### src/rtl/int_wb_pipereg.sv
// Writeback pipeline register for the integer execution block: captures results,
// arbitrates integer vs memory redirects by ROB age, and drives a one-cycle flush pulse.
module int_wb_pipereg #(
    parameter int ROBID_W = 7,
    parameter int SQID_W  = 6
) (
    input  logic               clock,
    input  logic               reset_n,

    input  logic               in_instr_valid,
    input  logic               in_need_to_wb,
    input  logic [5:0]         in_prd,
    input  logic [63:0]        in_result,
    input  logic [ROBID_W-1:0] in_robid,
    input  logic [SQID_W-1:0]  in_sqid,
    input  logic [63:0]        in_pc,
    input  logic [31:0]        in_instr,
    input  logic               in_redirect_valid,
    input  logic [63:0]        in_redirect_target,

    input  logic               mem_redirect_valid,
    input  logic [ROBID_W-1:0] mem_redirect_robid,
    input  logic [63:0]        mem_redirect_target,

    input  logic               rob_flush,

    output logic               out_instr_valid,
    output logic               out_need_to_wb,
    output logic [5:0]         out_prd,
    output logic [63:0]        out_result,
    output logic [ROBID_W-1:0] out_robid,
    output logic [SQID_W-1:0]  out_sqid,
    output logic [63:0]        out_pc,
    output logic [31:0]        out_instr,

    output logic               flush_valid,
    output logic [ROBID_W-1:0] flush_robid,
    output logic [63:0]        flush_target,
    output logic [31:0]        redirect_cnt
);

    localparam int IDX_W = ROBID_W - 1;

    // The wrap flag flips the sense of the index compare once one id has lapped the ROB.
    function automatic logic older(input logic [ROBID_W-1:0] a, input logic [ROBID_W-1:0] b);
        return (a[ROBID_W-1] ^ b[ROBID_W-1]) ^ (a[IDX_W-1:0] < b[IDX_W-1:0]);
    endfunction

    logic               kill;
    logic               int_cand;
    logic               int_wins;
    logic               capture;
    logic [ROBID_W-1:0] cap_robid;
    logic [63:0]        cap_target;

    // NOTE: every always_comb output gets a default first so no path can infer a latch.
    always_comb begin
        kill       = 1'b0;
        int_cand   = 1'b0;
        int_wins   = 1'b0;
        capture    = 1'b0;
        cap_robid  = mem_redirect_robid;
        cap_target = mem_redirect_target;

        kill     = rob_flush | (mem_redirect_valid & older(mem_redirect_robid, in_robid));
        int_cand = in_redirect_valid & in_instr_valid & ~kill;
        // Equal ids are never older, so a tie falls to the memory redirect.
        int_wins = int_cand & (~mem_redirect_valid | older(in_robid, mem_redirect_robid));
        capture  = ~rob_flush & (int_cand | mem_redirect_valid);

        if (int_wins) begin
            cap_robid  = in_robid;
            cap_target = in_redirect_target;
        end
    end

    // NOTE: sequential state uses non-blocking assignments so every register samples
    // pre-edge values regardless of statement order.
    always_ff @(posedge clock or negedge reset_n) begin
        if (!reset_n) begin
            // NOTE: data registers are cleared too, so every output reads 0 during reset.
            out_instr_valid <= 1'b0;
            out_need_to_wb  <= 1'b0;
            out_prd         <= '0;
            out_result      <= '0;
            out_robid       <= '0;
            out_sqid        <= '0;
            out_pc          <= '0;
            out_instr       <= '0;
            flush_valid     <= 1'b0;
            flush_robid     <= '0;
            flush_target    <= '0;
            redirect_cnt    <= '0;
        end else begin
            out_instr_valid <= in_instr_valid & ~kill;
            out_need_to_wb  <= in_need_to_wb;
            out_prd         <= in_prd;
            out_result      <= in_result;
            out_robid       <= in_robid;
            out_sqid        <= in_sqid;
            out_pc          <= in_pc;
            out_instr       <= in_instr;

            flush_valid <= capture;
            if (capture) begin
                flush_robid  <= cap_robid;
                flush_target <= cap_target;
                redirect_cnt <= redirect_cnt + 32'd1;
            end
        end
    end

endmodule

### config.mk
export PLATFORM = sky130hd
export DESIGN_NAME = int_wb_pipereg
export DESIGN_NICKNAME = d
export VERILOG_FILES = /design/src/rtl/int_wb_pipereg.sv
export SDC_FILE = /design/constraint.sdc
export NUM_CORES = 1
export LEC_CHECK = 0
export BUFFER_PORTS_ARGS = -buffer_cell sky130_fd_sc_hd__buf_2
export CORE_AREA = 2 2 234 236
export CTS_CLUSTER_DIAMETER = 100
export DETAILED_ROUTE_END_ITERATION = 7
export DIE_AREA = 0 0 236 238
export PLACE_DENSITY = 0.39
export SETUP_SLACK_MARGIN = 0.15
export SLEW_MARGIN = 20
export SYNTH_ARGS = -nofsm -noshare
export SYNTH_HDL_FRONTEND = slang
export SYNTH_SLANG_ARGS = --single-unit
### constraint.sdc
create_clock -name clock -period 1.9 [get_ports clock]
set_clock_uncertainty 0.15 [all_clocks]
set_input_delay 0.19 -clock clock [delete_from_list [all_inputs] [get_ports clock]]
set_output_delay 0.19 -clock clock [all_outputs]
set_load 0.02 [all_outputs]
After elaboration in Yosys (flattened, before gate mapping)
Index checks and enable logic that the tools add are counted.
{ "word_totals": {"input_bits": 321, "mem_bits_rw": 0, "latchBits": 0, "romBits": 0, "ff_bits": 285, "memories": 0} }
{ "classes": {"div": 0, "mux": 2, "n_shift": 0, "reduce_logical": 0, "eq_ne": 0, "bitwise_logic": 15, "addsub": 1, "mul": 0, "magnitude_cmp": 2} }
{ "ops": {"columns": ["operator", "n"], "rows": [
  ["$mux 64", 1],
  ["$add 32x1->32 const B", 1],
  ["$lt 6x6->1", 2],
  ["$mux 7", 1],
  ["$and 1x1->1", 6],
  ["$not 1->1", 3],
  ["$or 1x1->1", 3],
  ["$xor 1x1->1", 3]
]} }

Depth between registers and ports, before layout
Gate-level depths: netlist of the first run.
{ "logic_depth": {"word_depth": 8, "ltp_mapped": 9, "depth_no_buf": 8} }

Worst setup path after synthesis of the first run
OpenSTA, ideal clock, no wires.
{ "synth_path": {"kind": "input-to-reg", "startpoint": "input port mem_redirect_robid[5]", "endpoint": "register flush_robid[0]", "path_stages": 9, "t_arrival_ns": 1.958, "setup_slack_ns": -0.327, "cell_sequence": "inv_1 ha_1 a21o_1 a31o_2 mux2_4 a21boi_2 o21ai_2 buf_6 o21a_1"} }
{ "synth_between": {"elab_chain_len": 8, "elab_cells_between_ends": 13} }
{ "synth_rtl": {"columns": ["item", "line_no", "rtl"], "rows": [
  ["from (decl)", "22", "input logic [ROBID_W-1:0] mem_redirect_robid,"],
  ["$lt 6x6->1", "46", "return (a[ROBID_W-1] ^ b[ROBID_W-1]) ^ (a[IDX_W-1:0] < b[IDX_W-1:0]);"],
  ["$xor 1x1->1", "46", null],
  ["$and 1x1->1", "65", "kill = rob_flush | (mem_redirect_valid & older(mem_redirect_robid, in_robid));"],
  ["$or 1x1->1", "65", null],
  ["$not 1->1", "66", "int_cand = in_redirect_valid & in_instr_valid & ~kill;"],
  ["$and 1x1->1", "66", null],
  ["$and 1x1->1 or $or 1x1->1 (tied branches)", "68, 69", null],
  ["$mux 7 or $and 1x1->1 (tied branches)", "71, 69", null],
  ["to (signal assigned)", "106", "flush_robid <= cap_robid;"],
  ["to (decl)", "37", "output logic [ROBID_W-1:0] flush_robid,"]
]} }
Several ways; a longest one is shown, not always the timed one.
A chain may end at the register's enable or synchronous reset.

Final worst setup path of the first run
{ "layout_path": {"startpoint": "input port mem_redirect_robid[3]", "endpoint": "register flush_target[22]"} }
{ "layout_between": {"elab_chain_len": 8, "elab_cells_between_ends": 13} }
{ "layout_rtl": {"columns": ["item", "line_no", "rtl"], "rows": [
  ["$lt 6x6->1", "46", null],
  ["$xor 1x1->1", "46", null],
  ["$and 1x1->1", "65", null],
  ["$or 1x1->1", "65", null],
  ["$not 1->1", "66", null],
  ["$and 1x1->1", "66", null],
  ["$and 1x1->1 or $or 1x1->1 (tied branches)", "68, 69", null],
  ["$mux 64 or $and 1x1->1 (tied branches)", "71, 69", null],
  ["to (signal assigned)", "107", "flush_target <= cap_target;"],
  ["to (decl)", "38", "output logic [63:0] flush_target,"]
]} }
Several ways; a longest one is shown, not always the timed one.

==> key figures, run 1 <==
Logic synthesis
  • Post-synth EDFFs: 0
  • Most numerous cell in the Yosys netlist: dfrtp_1
  • Total nets after synthesis: 910
  • Mapped Avg Cell Area: 16.18 um2
  • Most frequent cells after synthesis: dfrtp_1 (285), o21a_1 (70), o22a_1 (70)
  • Synth Instances: 582
  • Area contributors post-synth: dfrtp_1 (76%), o22a_1 (6.5%), o21a_1 (5.6%)
  • Post-Syn Area: 0.009417 mm2
  • Number of library cell types mapped by synthesis: 36
  • Synth top area share: 0.7574
  • FF+latch count, synth: 285
  • Fraction of registers with async set or reset after synthesis: 1.000
  • Leading area contributor after synthesis: dfrtp_1
  • Ys Warns: 0
  • Seq/Total Area, Yosys: 0.7574
  • Main synth FF type: dfrtp_1

Placement
  • DP HPWL: approximately 28000 um
  • IO buf count: 605
  • GPL Wtd Cong: roughly 0.78
  • Cells after DPL: about 1.9k

Drt
  • Final WL: 42290 um
  • Via density: 3.787
  • Via count: ~8.9k
  • Met2 WL: 21630 um
  • Remaining antenna violation count: 0
  • First drt pass iteration count: 4
  • Top sig layer: met4
  • M1 WL: 16410 um
  • First DRT Iteration DRCs: 223
  • Metal3 WL: approximately 3200 um
  • DRC: 0
  • Wire per inst: 18.06 um

Clock network
  • Max H-tree Level: 2
  • Worst-Skew Late Latency: about 0.53 ns
  • Num Clock Sinks: 285
  • CTS tree: yes
  • Clock-pin slew on the worst setup and hold paths: 0.06 ns
  • Clock buffer depth: 3
  • CTS Buf Count: 36
  • Root Driver: clkbuf_16

Power
  • Pwr dens: 926.7 mW/mm2
  • Power share of the sequential group: 0.386
  • Switching Fraction: 0.2737
  • Peak supply drop: 0.5848 mV
  • Internal power: 12.87 mW
  • Sw power: 4.850 mW
  • Pwr Total: 17.72 mW
  • Comb pwr share: 0.205
  • Leakage: 9.155 nW
  • Clock power frac: 0.409

Layout
  • Fill count: 5268
  • Area grow syn2layout: 103.1%
  • Cell Count, Final, Fillers Out: approximately 2.3k
  • Layout net count: 1946
  • Layout cells sized above 1: 0.4967

Min path
  • Path type of the worst min-delay path: in2async

Die
  • Die width: 236 um
  • Number of top-level pins: 606
  • # rows: 85
  • Initial Util: 0.1760
  • Core area: 0.05350 mm2
  • Die ar.: around 0.056 mm2
  • Die height: 238 um

Worst setup path
  • Reg2Reg Depth: 7
  • R2R Setup Slk: 0.08 ns
  • Crit path max fanout: 5
  • Required @ worst endpoint: 2.23 ns
  • Data arrival time of the worst path: 2.23 ns
  • Worst reg2reg startpoint: redirect_cnt[9]
  • R2r endpoint: redirect_cnt[19]
  • Worst setup path category: in2reg
  • Crit. End Element: flip-flop
  • Crit start category: primary input

STA
  • Headroom to the max-slew limit: 0.7048
  • Final TNS setup: -0.005462 ns
  • FMAX: 525.1 MHz
  • Worst-margin pin slew: between 0.4 and 0.5 ns
  • Final setup vio count: 2
  • Final WS setup: -0.004423 ns
  • RSZ-0062 raised after global routing: yes
  • Hold Slack: ~0.025 ns
  • Max Slew Vio Count: 0
  • Fin crit share: 1.002
  • Min Clock Period, post-route: 1.904 ns
  • Final Hold Vio Count: 0

GRT
  • Grt total ovfl: 0
  • Vias in the first global route: 9969
  • Largest net degree at the start of global routing: 59
  • First-pass GRT wire length: 60950 um
  • Initial antenna violation count: 1
  • Gr usage total: 0.1417

Status
  • Status: complete, but fails checks
  • Failing checks: negative setup slack

Flow run
  • Max-cap violations: 0
==> area by class of cell <==
class | instances | area, um2 | share of cell area
sequential | 285 | 7151 | 0.3740
clock buffer | 51 | 1027 | 0.05372
clock inverter | 14 | 231.5 | 0.01211
inverter | 9 | 52.55 | 0.002748
tap | 696 | 870.8 | 0.04554
multi-input combinational | 266 | 2327 | 0.1217
timing repair buffer | 1020 | 7458 | 0.3901
antenna | 1 | 2.502 | 0.0001309
==> kinds of logic after synthesis <==
kind of cell,count (synthesis),share of synthesized area
multiplexers,1,0.001594
AO/OA/AOI/OAI,156,0.1358
XOR/XNOR,35,0.03255
AND/OR/NAND/NOR,67,0.03986
flip-flops,285,0.7574
buffers and inverters,31,0.02352
adder cells (fa/ha/maj),7,0.009301
==> placed cells by master (no fill, tap or decap), types with 4 or more instances in the layout <==
| master | instances |
|---|---|
| clkbuf_16 | 44 |
| clkinv_2 | 6 |
| dfrtp_1 | 270 |
| clkbuf_8 | 7 |
| buf_16 | 6 |
| o21a_1 | 70 |
| buf_4 | 57 |
| xor2_1 | 6 |
| dfrtp_2 | 15 |
| xnor2_1 | 23 |
| bufinv_16 | 5 |
| o22a_1 | 70 |
| inv_1 | 5 |
| ha_1 | 4 |
| clkbuf_1 | 8 |
| xnor2_2 | 4 |
| nor2_1 | 4 |
| nand2_1 | 15 |
| buf_12 | 14 |
| buf_6 | 11 |
| nand4_1 | 4 |
| nand3_1 | 9 |
| nand3_2 | 6 |
| dlygate4sd3_1 | 321 |
| buf_2 | 600 |
==> worst max-delay path by stage <==
stage	startpoint	endpoint	depth (start not counted)
2_1_floorplan	mem_redirect_robid[3]	flush_robid[5]	9
3_3_place_gp	mem_redirect_robid[3]	flush_target[63]	10
3_5_place_dp	mem_redirect_robid[3]	flush_target[63]	10
4_1_cts	redirect_cnt[4]	redirect_cnt[20]	6
5_1_grt	redirect_cnt[4]	redirect_cnt[26]	7
6_report	mem_redirect_robid[3]	flush_target[22]	12
==> metrics by stage <==
stage	setup slack, ns	area (um2)	utilization
CTS	0.04053	18600	0.3477
floorplan	-0.2269	9568	-
finish	-0.004423	19120	0.3574
global route	-0.05093	19120	0.3574
global placement	-0.5255	13790	0.2578
detailed placement	-0.5289	13790	0.2578
==> power groups by stage <==
stage          registers (mW)  clock network (mW)  logic, mW
2_1_floorplan            7.62                   0      0.727
3_3_place_gp             6.94                   0       2.85
3_5_place_dp             6.95                   0       2.86
4_1_cts                  6.85                7.51       3.51
5_1_grt                  6.90                7.75       3.91
6_report                 6.84                7.24       3.64
==> state kept, by name (all words and copies together), names as in the netlist, 7 cells and up <==
register / cells
out_instr: 32
redirect_cnt: 32
flush_target: 64
out_result: 64
out_robid: 7
flush_robid: 7
out_pc: 64
==> routing by layer <==
metal  up-vias  global-route usage
met5         -                   0
met4         0             0.04941
met3        67             0.04604
met2       359              0.2512
met1      4306              0.1596
li1       4136                   -
==> worst max-delay path, stage by stage <==
cell     delay [ns]
buf_12         0.11
inv_12         0.04
ha_4           0.19
a21o_1         0.18
a31o_4         0.25
mux2_4         0.33
a21oi_4        0.28
buf_12         0.18
buf_6          0.11
buf_16         0.12
o22a_1         0.13
o21a_1         0.11
==> timing repair <==
| item | 4_1_cts | 5_1_grt |
|---|---|---|
| resized for setup | 20 | 33 |
| pin swaps | 10 | 26 |
| cloned | 4 | 10 |
| hold buffers | 321 | 0 |
| setup endpoints to repair | 84 | 89 |
| hold endpoints to repair | 539 | 0 |
| buffers inserted | 15 | 13 |
No activity file was read; power rests on OpenSTA's default activity.
==> run 2: changes to the inputs <==
--- a/config.mk
+++ b/config.mk
@@ -5,12 +5,13 @@
 export SDC_FILE = /design/constraint.sdc
 export NUM_CORES = 1
 export LEC_CHECK = 0
+export ABC_AREA = 1
 export BUFFER_PORTS_ARGS = -buffer_cell sky130_fd_sc_hd__buf_2
-export CORE_AREA = 2 2 234 236
+export CORE_AREA = 2 2 238 240
 export CTS_CLUSTER_DIAMETER = 100
 export DETAILED_ROUTE_END_ITERATION = 7
-export DIE_AREA = 0 0 236 238
-export PLACE_DENSITY = 0.39
+export DIE_AREA = 0 0 240 242
+export PLACE_DENSITY = 0.4
 export SETUP_SLACK_MARGIN = 0.15
 export SLEW_MARGIN = 20
 export SYNTH_ARGS = -nofsm -noshare
==> run 2 against run 1 <==
Net effect:
- sequential power hardly changed
- global-route usage rose by 0.72 points
- highest routed layer is now met5
- worst hold slack better by 0.13 ns
- the run still ends with negative setup slack left
- first-iteration DRC count increased by 52%
- critical endpoint is now redirect_cnt[20]
- critical path type is now reg2reg
- setup slack worse by 0.042 ns
- largest cell class is now sequential cells
==> key figures, run 2 <==
Worst setup path
  • Required @ worst endpoint: 2.17 ns
  • Crit start category: flip-flop
  • Data arrival time of the worst path: 2.21 ns
  • R2R Setup Slk: -0.05 ns
  • Crit path max fanout: 2
  • Crit. End Element: flip-flop
  • Worst setup path category: reg2reg

GRT
  • Grt total ovfl: 0
  • Global routing usage on met1: 0.1590
  • Met2 GRT Util: 0.2662
  • First-pass GRT wire length: 65810 um
  • Initial antenna violation count: 12
  • Largest net degree at the start of global routing: 57
  • Busiest grt layer: met2
  • Routing usage on met3: 0.04911
  • Gr usage total: 0.1489
  • Vias in the first global route: 11.12k

Logic synthesis
  • Synth top area share: 0.6923
  • Seq/Total Area, Yosys: 0.6923
  • FF+latch count, synth: 285
  • Number of library cell types mapped by synthesis: 30
  • Leading area contributor after synthesis: dfrtp_1
  • Fraction of registers with async set or reset after synthesis: 1.000
  • Area contributors post-synth: dfrtp_1 (69%), nand2_1 (12%), inv_1 (6.0%)
  • Synth Instances: 990
  • Post-synth EDFFs: 0
  • Total nets after synthesis: between 1k and 1.5k
  • Mapped Avg Cell Area: roughly 10 um2
  • Ys Warns: 0
  • Main synth FF type: dfrtp_1
  • Post-Syn Area: 0.01030 mm2
  • Most numerous cell in the Yosys netlist: nand2_1
  • Most frequent cells after synthesis: nand2_1 (332), dfrtp_1 (285), inv_1 (165)

Placement
  • IO buf count: 605
  • Cells after DPL: 2371
  • GPL Wtd Cong: 0.8050
  • Setup WS pre-CTS: -0.3624 ns
  • Area post-placement: 0.01478 mm2
  • DP HPWL: approximately 32000 um

Power
  • Peak supply drop: 0.4934 mV
  • Switching Fraction: 0.2779
  • Clock power frac: 0.422
  • Pwr dens: 888.5 mW/mm2
  • Power share of the sequential group: 0.391
  • Sw power: 4.869 mW
  • Leakage: 10.45 nW
  • Pwr Total: between 15 and 20 mW
  • Internal power: 12.65 mW
  • Comb pwr share: 0.187

Drt
  • First drt pass iteration count: 4
  • First DRT Iteration DRCs: 339
  • Via count: slightly above 10k
  • DRC: 0
  • Wire per inst: 16.39 um
  • Remaining antenna violation count: 0
  • Via density: 3.713
  • Final WL: 45710 um

Clock network
  • Num Clock Sinks: 285
  • CTS Buf Count: 37
  • CTS tree: yes
  • Worst-Skew Late Latency: 0.53 ns
  • Clock-pin slew on the worst setup and hold paths: 0.06 ns
  • Clock buffer depth: 3
  • Root Driver: clkbuf_16
  • Max H-tree Level: 2

STA
  • FMAX: 513.9 MHz
  • Max Slew Vio Count: 0
  • RSZ-0062 raised after global routing: yes
  • Worst-margin pin slew: 0.4334 ns
  • Final Hold Vio Count: 0
  • Min Clock Period, post-route: 1.946 ns
  • Final TNS setup: -0.07841 ns
  • Final setup vio count: 3
  • Headroom to the max-slew limit: 0.7090
  • Hold Slack: between 0.15 and 0.2 ns
  • Final WS setup: -0.04609 ns
  • Fin crit share: 1.024

Die
  • Core area: approximately 0.056 mm2
  • Number of top-level pins: about 600
  • Die width: 240 um
  • Initial Util: 0.1849
  • # rows: 87
  • Die height: 242 um
  • Die ar.: 0.05808 mm2

Layout
  • Commonest non-fill, non-tap cells in the layout: buf_2 (602), nand2_1 (325), dlygate4sd3_1 (322)
  • Layout cells sized above 1: 0.3920
  • Commonest non-fill, non-tap cell in the layout: buf_2
  • Fin util: 0.3538
  • Area grow syn2layout: 91.40%
  • Top flop regs: flush_target (64), out_pc (64), out_result (64)
  • Cell Count, Final, Fillers Out: around 2.8k
  • Layout net count: ~2.3k
  • Final instance area: 0.01972 mm2

Flow run
  • Max-cap violations: 0

Min path
  • Path type of the worst min-delay path: in2reg

Status
  • Status: complete, but fails checks
  • Failing checks: negative setup slack
[run 2: cell count changes after synthesis, sizes merged, moves of 7 or more]
cell,before,now
nand4,4,12
nand2,18,333
o21a,70,0
xnor2,28,17
xor2,7,15
inv,9,167
nor2,7,21
nand3,16,84
o22a,70,0
nor3,0,7
[run 2: cell families after synthesis]
| logic type | Yosys count | synth area share |
|---|---|---|
| AOI/OAI and AO/OA | 4 | 0.002065 |
| DFF | 285 | 0.6923 |
| and+or+nand+nor | 463 | 0.1912 |
| xor gates and xnor gates | 32 | 0.02720 |
| adders and majority gates | 7 | 0.008501 |
| buffers and inverters | 199 | 0.07882 |
[run 2: layout make-up]
class	instances	area, um2
Fill cell	5723	36010
Sequential cell	285	7138
Timing Repair Buffer	998	7046
Multi-Input combinational cell	506	2613
Clock buffer	51	1069
Tap cell	756	945.9
Inverter	167	661.9
Clock inverter	16	224.0
Antenna cell	9	22.52
[run 2: final timing paths]
path | from | end | cells past startpoint
setup / recovery | redirect_cnt[0] | redirect_cnt[20] | 9
min in group asynchronous | reset_n | out_instr_valid | 3
setup reg to reg | redirect_cnt[0] | redirect_cnt[20] | 9
hold / removal | in_pc[46] | out_pc[46] | 2
max in group asynchronous | reset_n | flush_target[0] | 4
hold reg to reg | flush_target[33] | flush_target[33] | 2
[run 2: what timing repair did]
action	CTS	global route
hold buffers	321	1
setup buffers	4	9
endpoints found under the hold margin	538	1
gates resized for setup	9	35
cloned	0	6
endpoints found under the setup margin	13	90
pin swaps	7	17
[run 2: metal layers]
layer / vias to the layer above / wire (um) / share of wire
li1: 4977 / - / -
met1: 4888 / 16920 / 0.37
met2: 397 / 23220 / 0.51
met3: 85 / 3690 / 0.081
met4: 4 / 1858 / 0.041
met5: - / 24 / 0.00053
[run 2: critical path: stages, from the launching register on]
cell and delay [ns]:
dfrtp_2 0.38, ha_4 0.15, nand3_4 0.08, nor2_4 0.15, nand3_4 0.10, nor2_4 0.09
nand4_1 0.17, or2_1 0.30, buf_4 0.14, xnor2_1 0.11
[run 2: power by group through the flow]
stage	combinational [mW]	clock (mW)	sequential [mW]
global placement	2.68	0	6.95
detailed placement	2.69	0	6.94
floorplan	0.610	0	7.58
CTS	3.25	7.69	6.85
global route	3.57	7.93	6.90
finish	3.28	7.40	6.85
==> run 3: changes to the inputs <==
--- a/config.mk
+++ b/config.mk
@@ -11,7 +11,7 @@
 export CTS_CLUSTER_DIAMETER = 100
 export DETAILED_ROUTE_END_ITERATION = 7
 export DIE_AREA = 0 0 240 242
-export PLACE_DENSITY = 0.4
+export PLACE_DENSITY = 0.39
 export SETUP_SLACK_MARGIN = 0.15
 export SLEW_MARGIN = 20
 export SYNTH_ARGS = -nofsm -noshare
==> constraint.sdc (replaced) <==
create_clock -name clock -period 1.88 [get_ports clock]
set_clock_uncertainty 0.15 [all_clocks]
set_input_delay 0.188 -clock clock [delete_from_list [all_inputs] [get_ports clock]]
set_output_delay 0.188 -clock clock [all_outputs]
set_load 0.02 [all_outputs]
==> run 3 against run 2 <==
Net effect:
- the flow still finishes with violations (negative setup slack)
- global-route usage fell by 0.98 points
- sequential share of layout area fell by 0.59 points
- fmax rose by 0.27%
- routed wire length fell by 4.5%
- first-iteration DRC count fell by 1.2%
- worst hold slack got worse by 0.11 ns
- count of clock-buffer cells in the layout fell by 4
- final area rose by 1.7%
- setup slack got worse by 0.015 ns
- die area did not move
- critical path depth did not move
- critical endpoint unchanged
==> key figures, run 3 (synthesis results as in run 2) <==
Status
  • Status: complete, but fails checks
  • Failing checks: negative setup slack

Worst setup path
  • CP Buf/Inv Count: 1
  • Worst reg2reg startpoint: redirect_cnt[0]
  • Crit path max fanout: 2
  • Worst setup path category: reg2reg
  • Crit start category: flip-flop
  • Crit path cell chain: ha_4 -> nand3_4 -> nor2_4 -> nand3_4 -> nor2_4 -> nand4_1 -> or2_1 -> buf_6 -> xnor2_2
  • Crit. End Element: flip-flop
  • CP top delay family: simple AND/OR/NAND/NOR gates
  • Reg2Reg Depth: 9
  • Required @ worst endpoint: 2.13 ns
  • Data arrival time of the worst path: between 2 and 2.5 ns
  • R2r endpoint: redirect_cnt[20]
  • R2R Setup Slk: -0.06 ns
  • Worst path slowest cell: dfrtp_2
  • Crit path depth: 9
  • CP peak stage delay: 0.38 ns

STA
  • Fin crit share: 1.032
  • FMAX: 515.2 MHz
  • Max Slew Vio Count: 0
  • Headroom to the max-slew limit: 0.7553
  • Final Hold Vio Count: 0
  • Min Clock Period, post-route: 1.941 ns
  • Worst-margin pin slew: 0.3670 ns
  • RSZ-0062 raised after global routing: yes
  • Final WS setup: -0.06089 ns
  • Final setup vio count: 6

GRT
  • Initial antenna violation count: 1
  • Largest net degree at the start of global routing: 68
  • First-pass GRT wire length: 62120 um
  • Gr usage total: 0.1391
  • Vias in the first global route: 11.07k
  • Grt total ovfl: 0

Placement
  • DP HPWL: 29680 um
  • IO buf count: 605
  • GPL Wtd Cong: 0.7875

Die
  • Die ar.: roughly 0.058 mm2
  • Number of top-level pins: 606
  • Die width: between 200 and 250 um
  • Core area: approximately 0.056 mm2
  • Die height: 242 um
  • Initial Util: 0.1849
  • # rows: 87

Layout
  • Layout cells sized above 1: 0.4141
  • Fill count: 5613
  • Fin util: 0.3597
  • Commonest non-fill, non-tap cell in the layout: buf_2
  • Layout net count: 2342
  • Top flop regs: flush_target (64), out_pc (64), out_result (64)
  • Commonest non-fill, non-tap cells in the layout: buf_2 (595), dlygate4sd3_1 (320), nand2_1 (306)
  • Area grow syn2layout: 94.58%

Min path
  • Hold path cells: 4
  • Path type of the worst min-delay path: in2reg
  • Endpoint, Worst Hold: out_instr_valid
  • HP Start: mem_redirect_valid

Drt
  • First drt pass iteration count: 4
  • Remaining antenna violation count: 0
  • DRC: 0
  • Wire per inst: 15.62 um
  • Via density: about 3.7
  • Final WL: 43660 um
  • Via count: ~10k
  • First DRT Iteration DRCs: 335

Power
  • Clock power frac: 0.396
  • Comb pwr share: 0.200
  • Sw power: 4.875 mW
  • Pwr dens: 854.3 mW/mm2
  • Switching Fraction: 0.2847
  • Peak supply drop: 0.5094 mV
  • Leakage: 10.63 nW
  • Power share of the sequential group: 0.404
  • Internal power: 12.25 mW
  • Pwr Total: 17.13 mW

Clock network
  • Worst-Skew Late Latency: 0.54 ns
  • CTS tree: yes
  • Num Clock Sinks: 285
  • Max H-tree Level: 2
  • Clock buffer depth: 3
  • Root Driver: clkbuf_16
  • CTS Buf Count: 36
  • Clock-pin slew on the worst setup and hold paths: 0.06 ns

Flow run
  • Max-cap violations: 0
==> run 3: cell types whose count changed in the layout (fill, tap and decap cells not counted), moves of 4 or more <==
cell	before	now
nand2_2	7	22
nand3_2	5	16
clkbuf_16	40	44
nand2_1	325	306
diode_2	9	1
buf_4	51	56
buf_2	602	595
nand3_1	75	65
buf_6	3	21
nand2_4	1	5
==> run 3: cell type report <==
class	instances	area [um2]	share of cell area
inverter	167	659.4	0.03289
multi-input combinational	506	2758	0.1376
clock buffer	47	1002	0.04999
timing repair buffer	1018	7386	0.3684
clock inverter	15	153.9	0.007677
sequential	285	7139	0.3561
tap	756	945.9	0.04719
antenna	1	2.502	0.0001248
==> run 3: metal layers <==
layer	wire length, um	global-route usage
met1	15790	0.1428
met2	22920	0.2616
met3	3377	0.04079
met4	1564	0.05426
met5	0	0
==> run 3: metrics by stage <==
step	instance area (um2)	std cells	hold WS [ns]	setup TNS, ns	worst slack (ns)
after floorplan	10460	990	-0.2576	0	0.06574
after global placement	14880	2380	-0.07574	-20.84	-0.3226
after detailed placement	14880	2380	-0.07472	-21.61	-0.3384
after CTS	19350	2766	0.002808	-0.2230	-0.09780
after global routing	20040	2794	0.04001	-1.472	-0.2007
final	20050	2795	0.04905	-0.2194	-0.06089
==> run 3: timing repair <==
item | CTS | global route
pin swaps | 10 | 54
hold endpoints to repair | 538 | 0
endpoints found under the setup margin | 19 | 73
cloned | 0 | 12
setup buffers | 4 | 16
resized for setup | 19 | 83
hold buffers | 320 | 0
==> run 3: worst max-delay path by stage <==
stage / slack, ns / end / from
after floorplan: 0.07 / redirect_cnt[28] / redirect_cnt[0]
after global placement: -0.32 / flush_target[9] / mem_redirect_robid[1]
after detailed placement: -0.34 / flush_target[9] / mem_redirect_robid[1]
after CTS: -0.1 / redirect_cnt[22] / redirect_cnt[0]
after global routing: -0.20 / redirect_cnt[28] / redirect_cnt[0]
final: -0.06 / redirect_cnt[20] / redirect_cnt[0]
==> run 3: worst register-to-register path: cells and delay by family, from the launching register on <==
kind	cells	cell delay, ns
and+or+nand+nor	6	0.87
buffers and inverters	1	0.13
DFF	1	0.38
xor gates and xnor gates	1	0.11
adders and majority gates	1	0.15
==> run 3: power groups by stage <==
stage	Combinational [mW]	Sequential (mW)	Clock, mW
3_5_place_dp	2.74	7.02	0
4_1_cts	3.31	6.92	7.08
2_1_floorplan	0.617	7.66	0
6_report	3.43	6.92	6.77
3_3_place_gp	2.74	7.02	0
5_1_grt	3.73	6.97	7.33
